## src/rtl/bcd_alarm_clock_if.sv

```systemverilog
// Bundle of load controls and BCD outputs for bcd_alarm_clock.
// Handshake rules: there is no valid/ready pair. load_time and load_alarm are
// levels, and only a 0->1 transition requests a load. field_sel and time_in are
// sampled in the same cycle as that transition. load_err is a one-cycle
// registered pulse that reports a rejected request. All outputs are registered,
// except tick, which decodes the registered prescaler.
interface bcd_alarm_clock_if;
  logic [7:0]  time_in;
  logic [1:0]  field_sel;
  logic        load_time;
  logic        load_alarm;
  logic        alarm_en;
  logic        alarm_clear;
  logic [31:0] time_bcd;
  logic [31:0] alarm_bcd;
  logic        pm;
  logic        tick;
  logic        alarm_sound;
  logic        load_err;

  modport master (
    output time_in, field_sel, load_time, load_alarm, alarm_en, alarm_clear,
    input  time_bcd, alarm_bcd, pm, tick, alarm_sound, load_err
  );

  modport slave (
    input  time_in, field_sel, load_time, load_alarm, alarm_en, alarm_clear,
    output time_bcd, alarm_bcd, pm, tick, alarm_sound, load_err
  );
endinterface

```

## src/rtl/bcd_alarm_clock.sv

```systemverilog
// BCD timekeeper HH:MM:SS:hh with a prescaler, 12/24-hour mode, validated
// field loads and an alarm that sounds for a fixed number of seconds.
module bcd_alarm_clock #(
  parameter int CLK_HZ     = 50000000,
  parameter int TICK_HZ    = 100,
  parameter int MODE_12H   = 0,
  parameter int ALARM_SECS = 30
) (
  input  logic             CLOCK_50,
  input  logic             rst_n,
  bcd_alarm_clock_if.slave bus
);
  localparam int DIV = CLK_HZ / TICK_HZ;
  localparam int PW  = (DIV > 1) ? $clog2(DIV) : 1;
  localparam logic [PW-1:0] PRESC_MAX  = PW'(DIV - 1);
  localparam bit            IS12       = (MODE_12H != 0);
  localparam logic [31:0]   RST_TIME   = IS12 ? 32'h1200_0000 : 32'h0000_0000;
  localparam logic [7:0]    SOUND_LOAD = 8'(ALARM_SECS);

  logic [PW-1:0] presc_q, presc_d;
  logic [31:0]   time_q, time_d, alarm_q, alarm_d, adv_time;
  logic          pm_q, pm_d, pm_adv;
  logic          lt_q, la_q, err_q, err_d, match_q, match_d, sound_q, sound_d;
  logic [7:0]    cnt_q, cnt_d;
  logic          tick, t_rise, a_rise, t_ok, t_acc, a_acc, advance, sec_carry;
  logic          hh_wrap, ss_wrap, mm_wrap;

  // Increments a packed BCD byte by one. The caller handles the field wrap.
  function automatic logic [7:0] bcd_inc(input logic [7:0] v);
    if (v[3:0] == 4'd9) return {v[7:4] + 4'd1, 4'd0};
    return {v[7:4], v[3:0] + 4'd1};
  endfunction

  // Checks that a load value is legal for the selected field.
  function automatic logic load_ok(input logic [7:0] v, input logic [1:0] sel);
    logic ok;
    ok = (v[7:4] <= 4'd9) && (v[3:0] <= 4'd9);
    case (sel)
      2'd1, 2'd2: ok = ok && (v <= 8'h59);
      2'd3:       ok = IS12 ? (ok && (v != 8'h00) && (v <= 8'h12))
                            : (ok && (v <= 8'h23));
      default:    ;
    endcase
    return ok;
  endfunction

  // Computes the time one hundredth later, with the cascaded carries.
  always_comb begin
    hh_wrap  = (time_q[7:0]   == 8'h99);
    ss_wrap  = (time_q[15:8]  == 8'h59);
    mm_wrap  = (time_q[23:16] == 8'h59);
    adv_time = time_q;
    pm_adv   = pm_q;
    adv_time[7:0] = hh_wrap ? 8'h00 : bcd_inc(time_q[7:0]);
    if (hh_wrap) begin
      adv_time[15:8] = ss_wrap ? 8'h00 : bcd_inc(time_q[15:8]);
      if (ss_wrap) begin
        adv_time[23:16] = mm_wrap ? 8'h00 : bcd_inc(time_q[23:16]);
        if (mm_wrap) begin
          if (IS12) begin
            if (time_q[31:24] == 8'h12) begin
              adv_time[31:24] = 8'h01;
            end else begin
              adv_time[31:24] = bcd_inc(time_q[31:24]);
              if (time_q[31:24] == 8'h11) pm_adv = ~pm_q;
            end
          end else begin
            adv_time[31:24] = (time_q[31:24] == 8'h23) ? 8'h00 : bcd_inc(time_q[31:24]);
          end
        end
      end
    end
  end

  // Decodes loads and the tick, and works out the next state of every register.
  always_comb begin
    tick      = (presc_q == PRESC_MAX);
    presc_d   = tick ? '0 : presc_q + PW'(1);
    t_rise    = bus.load_time & ~lt_q;
    a_rise    = bus.load_alarm & ~la_q;
    t_ok      = load_ok(bus.time_in, bus.field_sel);
    t_acc     = t_rise & t_ok;
    // A time load wins over an alarm load in the same cycle, and the alarm load is reported as rejected.
    a_acc     = a_rise & ~t_rise & t_ok;
    err_d     = (t_rise & ~t_ok) | (a_rise & (t_rise | ~t_ok));
    // An accepted time load swallows a coincident tick.
    advance   = tick & ~t_acc;
    sec_carry = advance & hh_wrap;

    time_d = time_q;
    if (t_acc) time_d[{bus.field_sel, 3'b000} +: 8] = bus.time_in;
    else if (advance) time_d = adv_time;
    pm_d = advance ? pm_adv : pm_q;

    alarm_d = alarm_q;
    if (a_acc) alarm_d[{bus.field_sel, 3'b000} +: 8] = bus.time_in;

    // Only an advance into hh = 00 can match, so each matching second fires once.
    match_d = sec_carry & bus.alarm_en & ~bus.alarm_clear &
              (adv_time[31:8] == alarm_q[31:8]);

    sound_d = sound_q;
    cnt_d   = cnt_q;
    if (!bus.alarm_en || bus.alarm_clear) begin
      sound_d = 1'b0;
      cnt_d   = 8'd0;
    end else if (match_q) begin
      sound_d = 1'b1;
      cnt_d   = SOUND_LOAD;
    end else if (sound_q && sec_carry) begin
      cnt_d = cnt_q - 8'd1;
      if (cnt_q <= 8'd1) sound_d = 1'b0;
    end
  end

  // Prescaler and load edge detectors.
  always_ff @(posedge CLOCK_50 or negedge rst_n) begin
    if (!rst_n) begin
      presc_q <= '0;
      lt_q    <= 1'b0;
      la_q    <= 1'b0;
    end else begin
      presc_q <= presc_d;
      lt_q    <= bus.load_time;
      la_q    <= bus.load_alarm;
    end
  end

  // Time, alarm and load error registers.
  always_ff @(posedge CLOCK_50 or negedge rst_n) begin
    if (!rst_n) begin
      time_q  <= RST_TIME;
      alarm_q <= RST_TIME;
      pm_q    <= 1'b0;
      err_q   <= 1'b0;
    end else begin
      time_q  <= time_d;
      alarm_q <= alarm_d;
      pm_q    <= pm_d;
      err_q   <= err_d;
    end
  end

  // Alarm match pulse and sounding timer.
  always_ff @(posedge CLOCK_50 or negedge rst_n) begin
    if (!rst_n) begin
      match_q <= 1'b0;
      sound_q <= 1'b0;
      cnt_q   <= 8'd0;
    end else begin
      match_q <= match_d;
      sound_q <= sound_d;
      cnt_q   <= cnt_d;
    end
  end

  assign bus.time_bcd    = time_q;
  assign bus.alarm_bcd   = alarm_q;
  assign bus.pm          = pm_q;
  assign bus.tick        = tick;
  assign bus.alarm_sound = sound_q;
  assign bus.load_err    = err_q;
endmodule
```

## src/flat_wrapper.sv

```systemverilog
// flat-port wrapper written by rule: the top's interface ports become plain ports
module bcd_alarm_clock_flat 
#(
  parameter int CLK_HZ     = 50000000,
  parameter int TICK_HZ    = 100,
  parameter int MODE_12H   = 0,
  parameter int ALARM_SECS = 30
)
  (CLOCK_50, rst_n, bus_time_in, bus_field_sel, bus_load_time, bus_load_alarm, bus_alarm_en, bus_alarm_clear, bus_time_bcd, bus_alarm_bcd, bus_pm, bus_tick, bus_alarm_sound, bus_load_err);
  bcd_alarm_clock_if bus_i ();
  input  logic CLOCK_50;
  input  logic rst_n;
  input wire logic [$bits(bus_i.time_in)-1:0] bus_time_in;
  input wire logic [$bits(bus_i.field_sel)-1:0] bus_field_sel;
  input wire logic [$bits(bus_i.load_time)-1:0] bus_load_time;
  input wire logic [$bits(bus_i.load_alarm)-1:0] bus_load_alarm;
  input wire logic [$bits(bus_i.alarm_en)-1:0] bus_alarm_en;
  input wire logic [$bits(bus_i.alarm_clear)-1:0] bus_alarm_clear;
  output wire logic [$bits(bus_i.time_bcd)-1:0] bus_time_bcd;
  output wire logic [$bits(bus_i.alarm_bcd)-1:0] bus_alarm_bcd;
  output wire logic [$bits(bus_i.pm)-1:0] bus_pm;
  output wire logic [$bits(bus_i.tick)-1:0] bus_tick;
  output wire logic [$bits(bus_i.alarm_sound)-1:0] bus_alarm_sound;
  output wire logic [$bits(bus_i.load_err)-1:0] bus_load_err;
  assign bus_i.time_in = bus_time_in;
  assign bus_i.field_sel = bus_field_sel;
  assign bus_i.load_time = bus_load_time;
  assign bus_i.load_alarm = bus_load_alarm;
  assign bus_i.alarm_en = bus_alarm_en;
  assign bus_i.alarm_clear = bus_alarm_clear;
  assign bus_time_bcd = bus_i.time_bcd;
  assign bus_alarm_bcd = bus_i.alarm_bcd;
  assign bus_pm = bus_i.pm;
  assign bus_tick = bus_i.tick;
  assign bus_alarm_sound = bus_i.alarm_sound;
  assign bus_load_err = bus_i.load_err;
  bcd_alarm_clock #(.CLK_HZ(CLK_HZ), .TICK_HZ(TICK_HZ), .MODE_12H(MODE_12H), .ALARM_SECS(ALARM_SECS)) u_core (.CLOCK_50(CLOCK_50), .rst_n(rst_n), .bus(bus_i));
endmodule
```

## config.mk

```make
export PLATFORM = sky130hd
export DESIGN_NAME = bcd_alarm_clock_flat
export DESIGN_NICKNAME = d
export VERILOG_FILES = /design/src/rtl/bcd_alarm_clock_if.sv /design/src/rtl/bcd_alarm_clock.sv /design/src/flat_wrapper.sv
export SDC_FILE = /design/constraint.sdc
export NUM_CORES = 1
export LEC_CHECK = 0
export ABC_AREA = 1
export BUFFER_PORTS_ARGS = -buffer_cell sky130_fd_sc_hd__buf_2
export CORE_ASPECT_RATIO = 0.9
export CORE_MARGIN = 2
export CORE_UTILIZATION = 40
export DETAILED_ROUTE_END_ITERATION = 10
export GPL_ROUTABILITY_DRIVEN = 0
export PLACE_DENSITY_LB_ADDON = 0.15
export SYNTH_ARGS = -nofsm -noshare
export SYNTH_HDL_FRONTEND = slang
export SYNTH_SLANG_ARGS = --single-unit
```

## constraint.sdc

```tcl
create_clock -name CLOCK_50 -period 2.2 [get_ports CLOCK_50]
set_clock_uncertainty 0.15 [all_clocks]
set_input_delay 0.33 -clock CLOCK_50 [delete_from_list [all_inputs] [get_ports CLOCK_50]]
set_output_delay 0.33 -clock CLOCK_50 [all_outputs]
set_load 0.02 [all_outputs]
```

==> impl_metrics.ini <==
[timing]
tns_ps = -37.96
drv_slew = 0
rsz0062_at_grt = true
setup_viol = 2
hold_violations = 0
setup_slack_ps = -31.09
max_freq_mhz = 448.2
tightest_slew_ps = 562.5
min_period_ps = 2231
maxSlewHeadroom_pct = 62.15
fin_crit_sh_pct = 101.4

[synth]
ys_types = 45
async_reset_ff_share_pct = 100.0
postSynthCellCount = 871
ys_ff_latch = 96
ys_top_cells_by_area = dfrtp_1, nand2_1, inv_1
synth_top_area_share_pct = 39.09
synth_flop_cell = dfrtp_1
yosysWarnings = 0
synth_edf_count = 0
syn_nets = 910
syn-cell-area_sq_um = 6146
synthMostInstantiatedCell = nand2_1
synthTopCellsByCount = nand2_1, inv_1, nor2_1
syn_avg_cell_area_sq_um = 7.056
synth-seq-area-share_pct = 39.09
synth.largest_area_cell = dfrtp_1

[drt]
drc_errors = 0
dr.pass1.iters = 5
finalWirelength_microns = 18720
routedWlPerCell_microns = 14.47
num_vias = 6431
ant_nets = 0
routed_via_density = 4.970
drtIter0Drc = 373

[clocking]
clk_latency_ps = 350
cts-htree-levels = 3
root_buffer = clkbuf_16
cts_made_buffers = 9
cts.path.max_buffers = 2
cts_tree = yes
cts_sinks = 96
cts.reportedPaths.clkPinSlew_ps = 70

[placement]
placed_area_sq_um = 7670
io_buffer_count = 82
hpwl_microns = 14080
place_ws_ps = -297.3

[finish]
final_nets = 1132
diodes = 0
drive_gt1_share_pct = 28.38
syn_to_final_growth_pct = 37.97
fin_area_sq_um = 8479

[floorplan]
die_x_microns = 134.7
core_area_sq_um = 14870
rows = 42
dieArea_sq_um = 16370
start_util_pct = 41.33
dieHeight_microns = 121.6
ios = 84

[power]
leakage_nw = 4.311
power_density_nw_per_um2 = 791.2
ir_drop_v = 0.0006244

[global_routing]
grt_max_degree = 97
grt_pass1_wl_microns = 30130
grt_use_total_pct = 23.50
grt_pass1_vias = 6020
grt_overflow = 0
antenna_found_initial = 0

[worst_setup_path]
crit_type = reg -> reg
end_kind = register
regToRegSetupSlack_ps = -30
crit_required_ps = 2340
cp_max_fo = 9
critPathLaunchType = register
cp.arrival_ps = 2370

[flow_run]
cap_viol_max_count = 0

[outcome]
status = finished, violations left
violations = negative setup slack

[min_path]
worstHoldPathType = in -> reg
## what timing repair did
action / in CTS / in global routing
hold endpoints to repair: 98 / 0
endpoints found under the setup margin: 16 / 73
buffers inserted: 4 / 16
pin swaps: 8 / 19
gates resized for setup: 39 / 62
cloned: 0 / 1
hold buffers: 3 / 0
## flip-flops by register name, indices dropped and copies added, names as in the netlist
register,count
u_core.lt_q,1
u_core.cnt_q,8
u_core.bus.time_bcd,32
u_core.bus.alarm_bcd,32
u_core.bus.load_err,1
u_core.la_q,1
u_core.bus.alarm_sound,1
u_core.presc_q,19
u_core.match_q,1
## where the power goes
group          internal [W]  switching [W]
registers           0.00206       0.000263
logic               0.00122        0.00170
clock network      0.000786       0.000672
## metal layers
metal	track usage [%]	share of wire (%)	vias to the layer above
met5	0	0	-
met4	6.513	1.4	0
met3	3.953	5.1	19
met2	37.25	45	179
met1	33.34	49	2962
li1	-	-	3271
## final timing paths
path,from,to,cells after the start
max,u_core.bus.time_bcd[9],u_core.match_q,15
min,bus_alarm_clear,u_core.bus.alarm_sound,4
max reg2reg,u_core.bus.time_bcd[9],u_core.match_q,15
min reg2reg,u_core.bus.alarm_bcd[2],u_core.bus.alarm_bcd[2],1
max in group asynchronous,rst_n,u_core.cnt_q[2],3
min in group asynchronous,rst_n,u_core.presc_q[6],3
## critical path: stages, from the launching register on
cell      delay (ps)
dfrtp_1          380
inv_2             80
ha_4             150
nand3_4          100
nor2_4           220
nand2_8          110
clkinv_8          90
buf_4            160
nand2_1           90
nand3_1           80
nand3_1           80
nor2_1           120
nand2_1           70
nor2_2           110
nand3_1           80
nor2_1            90
## cells in the final DEF, fill, tap and decap left out, drive strengths merged, types with 6 or more instances in the layout
| cell | count |
|---|---|
| buf | 225 |
| clkbuf | 13 |
| o211ai | 6 |
| ha | 23 |
| dfrtp | 96 |
| nand2 | 229 |
| a31oi | 7 |
| xor2 | 10 |
| nor2 | 107 |
| nand4 | 26 |
| inv | 122 |
| o21ai | 83 |
| nand3 | 72 |
| a21oi | 17 |
| nor3 | 27 |
## final cells by class
| type | count | area [sq um] |
|---|---|---|
| clock buffers | 13 | 250.2 |
| clock inverters | 1 | 5.005 |
| fillers | 1434 | 6392 |
| inverters | 123 | 474.2 |
| multi-input cells | 635 | 3490 |
| flip-flops and latches | 96 | 2402 |
| well taps | 198 | 247.7 |
| repair buffers | 228 | 1610 |
## logic make-up (layout without fill, tap and decap cells)
logic type      count (synthesis)  count (layout)  share of synthesized area, %
mux                             1               1                        0.1832
buf+inv                       141             365                         9.181
flops                          96              96                         39.09
xor+xnor                       13              13                         1.853
fa+ha+maj                      23              23                         4.682
other cells                     1               1                       0.06102
compound gates                126             126                         11.26
simple gates                  470             471                         33.69
## metrics by stage
stage / utilization, % / hold slack [ps] / instances / power [W]
after global placement: 51.57 / 286.3 / 1256 / 0.005081
final: 57.02 / 201.2 / 1294 / 0.006709
after CTS: 54.86 / 204.7 / 1277 / 0.006682
after floorplan: - / -115.6 / 871 / 0.003875
after detailed placement: 51.57 / 286.0 / 1256 / 0.005082
after global routing: 57.02 / 241.7 / 1294 / 0.007191
Power figures use the tool's default switching activity.
